<file path="src/rtl/rst_sync_counter_gen.sv">
// Reset conditioner with an up/down event counter.
// The internal reset asserts asynchronously, releases through a synchroniser and then holds for a stretch.
module rst_sync_counter_gen #(
    parameter int unsigned     WIDTH       = 8,
    parameter int unsigned     SYNC_STAGES = 2,
    parameter int unsigned     STRETCH     = 4,
    parameter longint unsigned MAX_VAL     = (64'd1 << WIDTH) - 64'd1,
    parameter int unsigned     SATURATE    = 0
) (
    input  logic             clk,
    input  logic             rst_n,
    input  logic             en,
    input  logic             up_dn,
    input  logic             load,
    input  logic [WIDTH-1:0] load_val,
    input  logic             clr,
    output logic [WIDTH-1:0] count,
    output logic             tc,
    output logic             wrap,
    output logic             rst_active
);

    if (WIDTH < 2 || WIDTH > 63) begin : g_bad_width
        $error("WIDTH must be in 2..63");
    end
    if (SYNC_STAGES < 2) begin : g_bad_sync
        $error("SYNC_STAGES must be at least 2");
    end
    if (STRETCH > 255) begin : g_bad_stretch
        $error("STRETCH must not exceed 255");
    end
    if (MAX_VAL >= (64'd1 << WIDTH)) begin : g_bad_max
        $error("MAX_VAL must be below 2**WIDTH");
    end

    localparam logic [WIDTH-1:0] MaxVal     = WIDTH'(MAX_VAL);
    localparam logic [7:0]       StretchVal = 8'(STRETCH);

    logic [SYNC_STAGES-1:0] sync_q, sync_d;
    logic [7:0]             stretch_q, stretch_d;
    logic                   rst_active_q, rst_active_d;
    logic [WIDTH-1:0]       count_q, count_d;
    logic                   wrap_q, wrap_d;

    assign sync_d = {sync_q[SYNC_STAGES-2:0], 1'b0};

    always_comb begin
        if (sync_q[SYNC_STAGES-1]) begin
            stretch_d = '0;
        end else if (stretch_q == StretchVal) begin
            stretch_d = stretch_q;
        end else begin
            stretch_d = stretch_q + 8'd1;
        end
    end

    // Built from next-state values so release lands on edge SYNC_STAGES+STRETCH.
    assign rst_active_d = sync_d[SYNC_STAGES-1] | (stretch_d != StretchVal);

    always_ff @(posedge clk or negedge rst_n) begin
        if (!rst_n) begin
            sync_q       <= '1;
            stretch_q    <= '0;
            rst_active_q <= 1'b1;
        end else begin
            sync_q       <= sync_d;
            stretch_q    <= stretch_d;
            rst_active_q <= rst_active_d;
        end
    end

    always_comb begin
        count_d = count_q;
        wrap_d  = 1'b0;
        if (rst_active_q) begin
            count_d = '0;
        end else if (clr) begin
            count_d = '0;
        end else if (load) begin
            count_d = (load_val > MaxVal) ? MaxVal : load_val;
        end else if (en) begin
            if (up_dn) begin
                if (count_q == MaxVal) begin
                    wrap_d  = 1'b1;
                    count_d = (SATURATE != 0) ? MaxVal : '0;
                end else begin
                    count_d = count_q + WIDTH'(1);
                end
            end else begin
                if (count_q == '0) begin
                    wrap_d  = 1'b1;
                    count_d = (SATURATE != 0) ? '0 : MaxVal;
                end else begin
                    count_d = count_q - WIDTH'(1);
                end
            end
        end
    end

    always_ff @(posedge clk or negedge rst_n) begin
        if (!rst_n) begin
            count_q <= '0;
            wrap_q  <= 1'b0;
        end else begin
            count_q <= count_d;
            wrap_q  <= wrap_d;
        end
    end

    assign count      = count_q;
    assign wrap       = wrap_q;
    assign rst_active = rst_active_q;
    assign tc         = up_dn ? (count_q == MaxVal) : (count_q == '0);

endmodule

</file>
<file path="config.mk">
export PLATFORM = sky130hd
export DESIGN_NAME = rst_sync_counter_gen
export DESIGN_NICKNAME = d
export VERILOG_FILES = /design/src/rtl/rst_sync_counter_gen.sv
export SDC_FILE = /design/constraint.sdc
export NUM_CORES = 1
export LEC_CHECK = 0
export ABC_AREA = 0
export BUFFER_PORTS_ARGS = -buffer_cell sky130_fd_sc_hd__buf_4
export CORE_MARGIN = 4
export CORE_UTILIZATION = 60
export DETAILED_ROUTE_END_ITERATION = 8
export PLACE_DENSITY = 0.95
export SYNTH_ARGS = -nofsm -noshare
export SYNTH_HDL_FRONTEND = slang
export SYNTH_SLANG_ARGS = --single-unit
</file>
<file path="constraint.sdc">
create_clock -name clk -period 2.6 [get_ports clk]
set_input_delay 0.26 -clock clk [delete_from_list [all_inputs] [get_ports clk]]
set_output_delay 0.26 -clock clk [all_outputs]
set_load 0.02 [all_outputs]
</file>
# Yosys cells after proc, flatten, opt, wreduce, memory -nomap -nowiden
# Index checks and enable logic that the tools add are counted.
totals:
  latch_bits: 0
  ramBits: 0
  romBits: 0
  regBits: 20
  out_inout_bits: 11
  n_memories: 0
  word_cells: 33
  inputBits: 14
classes:
  n_mux: 18
  reduce_logical: 2
  n_eq_ne: 3
  shifts: 0
  magnitude_cmp: 1
  n_mul: 0
  addsub: 3
  div_mod_pow: 0
  bitwise_logic: 1
op_table:
  columns: ["op", "count"]
  rows:
  - ["$mux 8", 10]
  - ["$add 8x1->8 const B", 2]
  - ["$eq 8x3->1 const B", 1]
  - ["$eq 8x8->1 const B", 1]
  - ["$gt 8x8->1 const B", 1]
  - ["$logic_not 8->1", 1]
  - ["$mux 1", 8]
  - ["$ne 8x3->1 const B", 1]
  - ["$sub 8x1->8 const B", 1]
  - ["$reduce_bool 4->1", 1]
  - ["$or 1x1->1", 1]

# Logic depth before layout (Yosys ltp)
# Gate-level depths: netlist (run 1).
logic_depth:
  ltp_word: 7
  depth_mapped: 7
  depth_no_buf: 6

# Least setup slack after synthesis (run 1)
# OpenSTA, ideal clock, no wires.
synth_timing:
  kind: "reg-to-reg"
  start: "register count_q[0] (netlist: count[0])"
  end: "register count_q[4] (netlist: count[4])"
  n_path_buf: 1
  t_arrival_ps: 1750
  period_less_slack_ps: 1832
  required_time_ps: 2517
  stages_incl_launch_ff: 8
  slack_ps: 768
  setup_time_ps: 83
  path_cell_list: "dfrtp_1 clkbuf_1 inv_1 ha_1 nor3b_1 xnor2_1 a221o_1 o21ai_0"
synth_via:
  elab_chain_len: 7
  word_cells_on_any_way: 11
  cone_classes: "add/sub: 2; eq/ne: 1; mux: 7; reduce/logical: 1"
synth_lines:
  columns: ["item", "line", "source"]
  rows:
  - ["start: declaration", "42", "logic [WIDTH-1:0] count_q, count_d;"]
  - ["start signal: assignment", "105", "count_q <= count_d;"]
  - ["$sub 8x1->8 (tied with other cells)", "94", "count_d = count_q - WIDTH'(1);"]
  - ["$mux 8 (on tied branches)", "90, 83", null]
  - ["$mux 8 (*)", "82", "if (up_dn) begin"]
  - ["$mux 8 (*)", "81", "end else if (en) begin"]
  - ["$mux 8 (*)", "79", "end else if (load) begin"]
  - ["$mux 8 (*)", "77", "end else if (clr) begin"]
  - ["$mux 8 (*)", "75", "if (rst_active_q) begin"]
# Mark *: on every way between the ends. The rest lies on a longest branch, timed or not. The select of a mux whose other input is x is not followed.
# A chain may end at the register's enable or synchronous reset.

# Final worst setup path (run 1)
layout_timing:
  start: "register count_q[0] (netlist: count[0])"
  end: "output port tc"
layout_via:
  elab_chain_len: 2
  word_cells_on_any_way: 3
  cone_classes: "eq/ne: 1; mux: 1; reduce/logical: 1"
layout_lines:
  columns: ["item", "line", "source"]
  rows:
  - ["$eq 8x8->1 / $logic_not 8->1 (equally long branches)", "113", "assign tc = up_dn ? (count_q == MaxVal) : (count_q == '0);"]
  - ["$mux 1 (*)", "113", null]
  - ["end: declaration", "18", "output logic tc,"]
# Mark *: on every way between the ends. The rest lies on a longest branch, timed or not.

==> results.md, run 1 <==
* Hold Path Class: in -> reg
* CP Class: reg -> out
* Layout cells sized above 1 at 19.1%
* Clock latency at the later pin of the worst-skew pair at about 320 ps
* Yosys Warn Count at 0
* Routed len/inst at 17.8 um
* Die area at 3520 sq um
* Largest family of logic cells by synthesized area: simple AND/OR/NAND/NOR gates
* Post-Route Skew at around 12 ps
* Largest net degree at the start of global routing at 21
* Setup TNS at 0 ps
* Post-synth EDFFs at 0
* Synthesis-to-layout area growth at 11.6%
* Port buffer count at 24
* Routed vias at about 1.5k
* Row cnt at 18
* Post-route ant nets at 0
* Setup crit start kind: register
* Die width at slightly below 60 um
* Clock sink count at 20
* Syn Std Cell Area at 1580 sq um
* Netlist cell types at 54
* Tmin final at between 2000 and 2500 ps
* Power per Cell Area at approximately 420 nW/um^2
* Post-synthesis mux area share at approximately 1.3%
* Compound-Gate Fraction of Synth Area at approximately 22%
* Seq cells post-synth at 20
* Gr usage total at roughly a quarter
* Drt via density at 6.65
* Post-Synth Adder-Cell Area at between 3 and 4%
* HPWL Detailed at 2800 um
* Detailed Routing Iterations Pass 1 at 4
* Fraction of registers with async set/reset at between 90% and 100%
* Transition time of the tightest slew-check pin at 591 ps
* Most frequent cell after synthesis: dfrtp_1
* Final hold violation count at 0
* TritonCTS clock tree: done
* # IOs at 25
* 1st-iter DRT viols at 119
* Most frequent cells after synthesis: dfrtp_1, nor2_1, clkbuf_1
* Top cell type's share of synthesized area at ~27%
* RSZ-0062 raised after global routing: false
* Crit-path max FO at 12
* Syn Nets at 202
* Post-CTS sizing at 0
* Outcome: finished clean
* Clock Tree Root: clkbuf_4
* LEAKAGE at 0.000749 uW
* CTS buffer count at 3
* Gp weighted congestion at roughly 0.94
* FMAX at between 400 and 500 MHz
* Global-route wire length before repair at ~6500 um
* Max cap viols at 0
* Vias in the first global route at 1,400
* WP data required at between 2000 and 2500 ps
* # H-tree levels at 1
* Number of fill cells at roughly 180
* # DRC at 0
* Starting density of the core at between 60 and 70%
* Worst vdd rail ir drop at ~410 uV
* Primary FF master, synth: dfrtp_1
* Synth area leaders: dfrtp_1, dfstp_2, xnor2_1
* Initial antenna violation count at 0
* Mapped Cells at between 150 and 200
* Slew headroom at 60.4%
* Post-Syn Area per Cell at between 8 and 9 sq um
* Post-synthesis simple-gate area fraction at between 20% and 30%
* Fin crit share at a little under nine tenths
* CTS clock-pin slew for the worst setup and hold paths at ~130 ps
* Die Y at 59.3 um
* Register area share after synthesis at between 30% and 40%
* Core area at 2500 sq um
* Diodes inserted at 0
* Post-CTS Setup Bufs at 0
* Post-CTS Hold Fix Bufs at 1
* Clock Tree Buf Depth at 2
* Worst Setup End Kind: primary output
* Total Wirelength at 3990 um
* Grt ovf at 0
* Nets at around 210
* Worst endpoint data arrival time at approximately 2000 ps
* Slew Limit Fails at 0
* Final setup fails at 0
* Final core utilization at a little over 70%
* Top cell type by total area after synthesis: dfrtp_1
* Post-Synth XOR/XNOR Area at a little over 7%
==> layout make-up <==
type | count | area [sq um] | share of cell area, %
clock buffers | 3 | 22.5 | 1.28
clock inverters | 1 | 30.0 | 1.70
inverters | 7 | 26.3 | 1.49
multi-input cells | 138 | 952 | 54.0
flip-flops and latches | 20 | 504 | 28.6
well taps | 30 | 37.5 | 2.13
repair buffers | 25 | 190 | 10.8
==> critical path, stage by stage (launching register included) <==
cell,delay (ps)
dfrtp_1,580
ha_1,320
and3_1,310
nand4_1,120
o21ai_1,140
buf_4,180
==> state kept, by name, indices dropped and copies added, names as in the netlist <==
register / count
count: 8
stretch_q: 8
sync_q: 2
rst_active: 1
wrap: 1
==> placed cells by master (no fill, tap or decap), drive strengths merged, types with 2 or more instances in the layout <==
cell,synthesis,final
nand3b,2,2
o21bai,2,2
nor2,14,14
nand4,2,2
ha,5,5
o21a,2,2
nor4b,2,2
nand3,9,9
and3,5,5
nand2b,3,3
buf,7,24
and2,4,4
a211oi,2,2
xor2,5,5
nand2,8,8
inv,7,7
mux2i,2,2
nor2b,3,3
xnor2,8,8
nor3b,7,7
o211ai,2,2
a41oi,2,2
a31oi,4,4
o21ai,10,10
a32oi,2,2
nor3,5,5
clkbuf,11,3
dfstp,3,3
dfrtp,17,17
a21oi,6,6
a21o,4,4
a221o,2,2
==> final timing paths <==
| kind | slack (ps) | endpoint | from | cells past startpoint |
|---|---|---|---|---|
| max in group asynchronous | 1980 | sync_q[0]$_DFF_PN1_ | rst_n | 2 |
| worst min-delay path | 170 | count[6]$_DFFE_PN0P_ | load_val[6] | 2 |
| worst max-delay path | 360 | tc | count[0]$_DFFE_PN0P_ | 5 |
| min in group asynchronous | 340 | count[2]$_DFFE_PN0P_ | rst_n | 2 |
| worst max register to register | 600 | rst_active$_DFF_PN1_ | stretch_q[0]$_DFF_PN0_ | 6 |
| worst min register to register | 370 | sync_q[1]$_DFF_PN1_ | sync_q[0]$_DFF_PN1_ | 0 |
==> routing by layer <==
layer | vias to the layer above | wire length [um] | track usage (%)
met5 | - | 0 | 0
met4 | 0 | 103 | 11.3
met3 | 11 | 363 | 2.61
met2 | 91 | 1910 | 39.0
met1 | 704 | 1600 | 32.1
li1 | 683 | - | -
==> report_power, final <==
| group | internal [uW] | switching [uW] |
|---|---|---|
| Combinational | 55.1 | 69.8 |
| Clock | 156 | 112 |
| Sequential | 322 | 21.2 |
==> metrics by stage <==
stage | instances | instance area [sq um] | power [uW] | hold slack, ps | setup slack, ps
final | 224 | 1760 | 736 | 174 | 363
after CTS | 224 | 1760 | 734 | 178 | 413
after floorplan | 183 | 1580 | 427 | -35.6 | 768
after global placement | 219 | 1700 | 461 | 152 | 773
after global routing | 224 | 1760 | 763 | 189 | 293
after detailed placement | 219 | 1700 | 470 | 157 | 665
==> kinds of logic (layout without fill, tap and decap cells) <==
group / after synthesis / after routing
simple gates: 69 / 69
compound gates: 48 / 48
buf+inv: 25 / 36
flops: 20 / 20
xor+xnor: 13 / 13
fa+ha+maj: 5 / 5
mux: 2 / 2
other cells: 1 / 1
Power figures use the tool's default switching activity.
==> run 2, diff against run 1 <==
Settings changed: CORE_UTILIZATION 60 to 40, PLACE_DENSITY 0.95 to 0.71.
Clock period 2.6 ns to 2.1 ns, I/O delays scaled along.
==> run 2 against run 1 <==
First-iteration DRC count grew 41%. Clock-buffer cell count up 1. Clock skew is 4.8 ps higher. Hold slack gained 20 ps. Sequential share of layout area decreased by 1.0 points. Register-to-register slack got worse by 420 ps. Cell area up 3.9%. Highest routed layer unchanged.
==> results.md, run 2 (same netlist as run 1, synthesis figures left out) <==
* Gr usage total at 15.1% (-9.0 points)
* Grt ovf at 0 (unchanged)
* Power per Cell Area at 461 nW/um^2 (+10%)
* Drt via density at 5.68 (-15%)
* Routed len/inst at 15.0 um (-16%)
* HPWL Detailed at 2660 um (-4.8%)
* Crit-path max FO at 12 (unchanged)
* Clock latency at the later pin of the worst-skew pair at 270 ps (-50 ps)
* Final core utilization at 48.9% (-22 points)
* Worst Hold Depth at 3 (+1)
* Net Switching at 238 uW (+18%)
* Hold Path Sink: count[2]$_DFFE_PN0P_
* Worst endpoint data arrival time at 1780 ps (-200 ps)
* FMAX at between 500 and 600 MHz
* Worst Setup End Kind: primary output
* Clock Tree Buf Depth at 2 (unchanged)
* Hold Path Class: in -> reg
* Final Total Pwr at 844 uW (+15%)
* R2r startpoint: stretch_q[0]$_DFF_PN0_
* Total Wirelength at 3740 um (-6.3%)
* Hold_sp: load_val[2]
* 1st-iter DRT viols at 168 (+41%)
* Switch share at 28.2% (+0.70 points)
* Starting density of the core at 42.2% (-21 points)
* CTS clock-pin slew for the worst setup and hold paths at 80 ps (-50 ps)
* Slew Limit Fails at 0 (unchanged)
* # DRC at 0 (unchanged)
* Vias in the first global route at 1,308 (-6.6%)
* Core area at 3740 sq um (+50%)
* Largest net degree at the start of global routing at 21 (unchanged)
* R2R cell count at 6 (unchanged)
* Final hold violation count at 0 (unchanged)
* Clk pwr share at 31.3% (-5.1 points)
* Max cap viols at 0 (unchanged)
* Outcome: finished clean
* Post-route ant nets at 0 (unchanged)
* Power Internal at 606 uW (+14%)
* Die Y at 70.8 um (+19%)
* Commonest non-fill, non-tap cell in the layout: buf_4
* Layout cells sized above 1 at 21.9% (+2.8 points)
* Sequential Power Share at 50.0% (+3.3 points)
* Initial antenna violation count at 0 (unchanged)
* Setup TNS at 0 ps (unchanged)
* Fin crit share at a little over nine tenths
* Final setup fails at 0 (unchanged)
* R2R setup slack at 180 ps (-420 ps)
* # IOs at 25 (unchanged)
* Reg-to-reg critical path endpoint: rst_active$_DFF_PN1_
* Setup crit start kind: register
* LEAKAGE at 0.000778 uW (+3.8%)
* # H-tree levels at 1 (unchanged)
* Die width at 70.8 um (+19%)
* Detailed Routing Iterations Pass 1 at 4 (unchanged)
* Diodes inserted at 0 (unchanged)
* CP Class: reg -> out
* Worst vdd rail ir drop at 294 uV (-29%)
* Most frequent cells in the layout: buf_4, dfrtp_1, nor2_1
* Routed vias at 1,414 (-5.0%)
* RSZ-0062 raised after global routing: false
* Synthesis-to-layout area growth at 16.0%
* Post-Route Skew at 17.2 ps (+4.79 ps)
* Nets at 221 (+3.3%)
* Gp weighted congestion at 0.875 (-7.0%)
* Clock sink count at 20 (unchanged)
* Port buffer count at 24 (unchanged)
* TritonCTS clock tree: done
* WP data required at 1890 ps (-450 ps)
* Row cnt at 22 (+4)
* Clock Tree Root: clkbuf_8
* Tmin final at between 1500 and 2000 ps
* CTS buffer count at 3 (unchanged)
* Global-route wire length before repair at 6110 um (-5.6%)
* Gate power share at 18.6% (+1.6 points)
* Die area at 5020 sq um (+43%)
-- run 2: cell types whose count changed in the layout (fill, tap and decap cells not counted) --
| cell | delta |
|---|---|
| clkbuf_8 | +3 |
| bufinv_16 | -1 |
| buf_4 | +7 |
| clkbuf_1 | +1 |
| dfrtp_1 | -1 |
| dfrtp_2 | +1 |
| clkbuf_4 | -3 |
-- run 2: critical path, stage by stage, from the launching register on --
cell,delay [ps]
dfrtp_1,540
nor4_4,410
nand3_1,160
o21ai_1,220
buf_4,180
-- run 2: layout make-up --
class,count,area [sq um]
Clock buffer,4,45.0
Fill cell,385,1910
Inverter,7,26.3
Multi-Input combinational cell,138,952
Sequential cell,20,505
Tap cell,48,60.1
Timing Repair Buffer,32,243
-- run 2: per-layer routing --
| layer | track usage [%] | wire (um) |
|---|---|---|
| met1 | 19.1 | 1600 |
| met2 | 25.4 | 1830 |
| met3 | 3.27 | 219 |
| met4 | 5.43 | 83 |
| met5 | 0 | 0 |
-- run 2: how the worst max path moves through the flow --
stage	start	endpoint	cells past startpoint
after CTS	count[1]$_DFFE_PN0P_	tc	5
final	count[2]$_DFFE_PN0P_	tc	4
after global placement	stretch_q[0]$_DFF_PN0_	rst_active$_DFF_PN1_	6
after floorplan	count[0]$_DFFE_PN0P_	count[4]$_DFFE_PN0P_	7
after global routing	count[2]$_DFFE_PN0P_	tc	4
after detailed placement	stretch_q[0]$_DFF_PN0_	rst_active$_DFF_PN1_	6
-- run 2: per-stage QoR --
stage / setup slack [ps] / cell area (sq um) / hold slack [ps] / std cells
2_1_floorplan: 268 / 1580 / -85.6 / 183
3_3_place_gp: 245 / 1760 / 111 / 242
3_5_place_dp: 201 / 1760 / 115 / 242
4_1_cts: 56.3 / 1820 / 185 / 247
5_1_grt: 16.3 / 1830 / 208 / 249
6_report: 111 / 1830 / 195 / 249
-- run 2: power by group through the flow --
| stage | Sequential [uW] | Combinational (uW) | Clock (uW) |
|---|---|---|---|
| final | 422 | 157 | 264 |
| after global routing | 426 | 175 | 289 |
| after CTS | 422 | 156 | 280 |
| after detailed placement | 430 | 154 | 0 |
| after global placement | 428 | 152 | 0 |
| after floorplan | 421 | 108 | 0 |
-- run 2: timing repair --
action	CTS	global route
hold buffers	1	0
buffers inserted	0	2
resized for setup	0	1
endpoints found under the setup margin	0	1
endpoints found under the hold margin	17	0
==> run 3, diff against run 2 <==
Settings changed: MAX_ROUTING_LAYER from default to met4.
==> run 3 against run 2 <==
Hold slack about the same. Critical path depth unchanged. Flip-flop and latch count unchanged. Critical endpoint unchanged. Largest power group unchanged.
==> results.md, run 3 (same netlist as run 1, synthesis figures left out) <==
* Outcome: finished clean
* Worst vdd rail ir drop at 292 uV (-0.76%)
* Port buffer count at 24 (unchanged)
* Detailed Routing Iterations Pass 1 at 4 (unchanged)
* Slew Limit Fails at 0 (unchanged)
* Fin crit share at 94.8% (+0.11 points)
* Grt ovf at 0 (unchanged)
* Die area at 5020 sq um (unchanged)
* # DRC at 0 (unchanged)
* Initial antenna violation count at 0 (unchanged)
* # IOs at 25 (unchanged)
* Final hold violation count at 0 (unchanged)
* Peak per-stage delay on the critical path at 540 ps (about the same)
* R2R setup slack at 180 ps (about the same)
* Critical Path, Cell by Cell: nor4_4 > nand3_1 > o21ai_1 > buf_4
* RSZ-0062 raised after global routing: false
* Final Total Pwr at 843 uW (-0.13%)
* Clock latency at the later pin of the worst-skew pair at 270 ps (about the same)
* DP Area at 1760 sq um (unchanged)
* Tmin final at 1990 ps (+2.21 ps)
* # H-tree levels at 1 (unchanged)
* Most frequent cells in the layout: buf_4, dfrtp_1, nor2_1
* Hold Path Class: in -> reg
* Drt via density at 5.70 (+0.35%)
* 1st-iter DRT viols at 168 (unchanged)
* Clock Tree Root: clkbuf_8
* CP Class: reg -> out
* FMAX at 502 MHz (-0.11%)
* Setup TNS at 0 ps (unchanged)
* Clock sink count at 20 (unchanged)
* Setup crit end: tc
* Diodes inserted at 0 (unchanged)
* R2r startpoint: stretch_q[0]$_DFF_PN0_
* Largest net degree at the start of global routing at 21 (unchanged)
* Setup crit start kind: register
* Buf/Inv on CP at 1 (unchanged)
* Crit-path max FO at 12 (unchanged)
* Commonest non-fill, non-tap cell in the layout: buf_4
* Stages on worst setup path at 4 (unchanged)
* Post-Route Skew at 18.0 ps (+0.745 ps)
* Final setup fails at 0 (unchanged)
* Worst Setup End Kind: primary output
* Post-route ant nets at 0 (unchanged)
* Starting density of the core at 42.2% (unchanged)
* LEAKAGE at 0.000778 uW (unchanged)
* Nets at 221 (unchanged)
* Die width at 70.8 um (unchanged)
* WP data required at 1890 ps (about the same)
* Layout cells sized above 1 at 21.9% (unchanged)
* R2R cell count at 6 (unchanged)
* CTS clock-pin slew for the worst setup and hold paths at 80 ps (about the same)
* Routed vias at 1,419 (+0.35%)
* Gr usage total at 15.6% (+0.49 points)
* Setup crit start: count[2]$_DFFE_PN0P_
* HPWL Detailed at 2660 um (unchanged)
* Vias in the first global route at 1,307 (-0.076%)
* CTS buffer count at 3 (unchanged)
* Total Wirelength at 3720 um (-0.37%)
* Synthesis-to-layout area growth at 16.0% (unchanged)
* Worst slack, placed at 201 ps (unchanged)
* Fin worst setup slack at 108 ps (-2.21 ps)
* Global-route wire length before repair at 6110 um (+0.11%)
* Die Y at 70.8 um (unchanged)
* Worst endpoint data arrival time at 1780 ps (about the same)
* Gp weighted congestion at 0.889 (+1.6%)
* Clock Tree Buf Depth at 2 (unchanged)
* TritonCTS clock tree: done
* Cell area after layout at 1830 sq um (unchanged)
* Core area at 3740 sq um (unchanged)
* Max cap viols at 0 (unchanged)
* Slowest CP cell: dfrtp_1
* Power per Cell Area at 460 nW/um^2 (-0.13%)
* Reg-to-reg critical path endpoint: rst_active$_DFF_PN1_
* Routed len/inst at 14.9 um (-0.37%)
* Row cnt at 22 (unchanged)
* CP top delay family: simple AND/OR/NAND/NOR gates
run 3: cell counts in the layout (fill, tap and decap cells not counted):
Identical to the previous run, type by type.
run 3: area by class of cell:
class / count / area, sq um
clock buffers: 4 / 45.0
fillers: 385 / 1910
inverters: 7 / 26.3
multi-input cells: 138 / 952
flip-flops and latches: 20 / 505
well taps: 48 / 60.1
repair buffers: 32 / 243
run 3: tightest hold or removal path, delay by kind of cell:
family                 cells  cell delay (ps)
AND/OR/NAND/NOR            1               70
buffers and inverters      1               80
AO/OA/AOI/OAI              1               80
run 3: worst min-delay path by stage:
stage	endpoint	startpoint	cells after the start	slack, ps
2_1_floorplan	count[0]$_DFFE_PN0P_	rst_n	0	-90
3_3_place_gp	count[7]$_DFFE_PN0P_	rst_n	1	110
3_5_place_dp	count[1]$_DFFE_PN0P_	rst_n	1	110
4_1_cts	count[2]$_DFFE_PN0P_	load_val[2]	3	180
5_1_grt	count[2]$_DFFE_PN0P_	load_val[2]	3	210
6_report	count[2]$_DFFE_PN0P_	load_val[2]	3	190
run 3: power by group:
part | internal [uW] | total, uW | switching, uW
Sequential | 399 | 422 | 23.2
Clock | 135 | 263 | 128
Combinational | 71.4 | 157 | 85.9
run 3: routing by layer:
metal | vias to the layer above | track usage, % | routed length (um)
li1 | 698 | - | -
met1 | 665 | 19.2 | 1580
met2 | 47 | 25.3 | 1830
met3 | 9 | 3.27 | 237
met4 | 0 | 5.43 | 83
met5 | - | - | 0
run 3: repair_timing:
item	CTS	global route
hold buffers	1	0
gates resized for setup	0	1
setup endpoints to repair	0	1
buffers inserted	0	2
endpoints found under the hold margin	17	0
run 3: through the flow:
step / hold WS [ps] / utilization (%) / cells
after floorplan: -85.6 / - / 183
after global placement: 111 / 47.0 / 242
after detailed placement: 115 / 47.0 / 242
after CTS: 185 / 48.5 / 247
after global routing: 208 / 48.9 / 249
final: 195 / 48.9 / 249
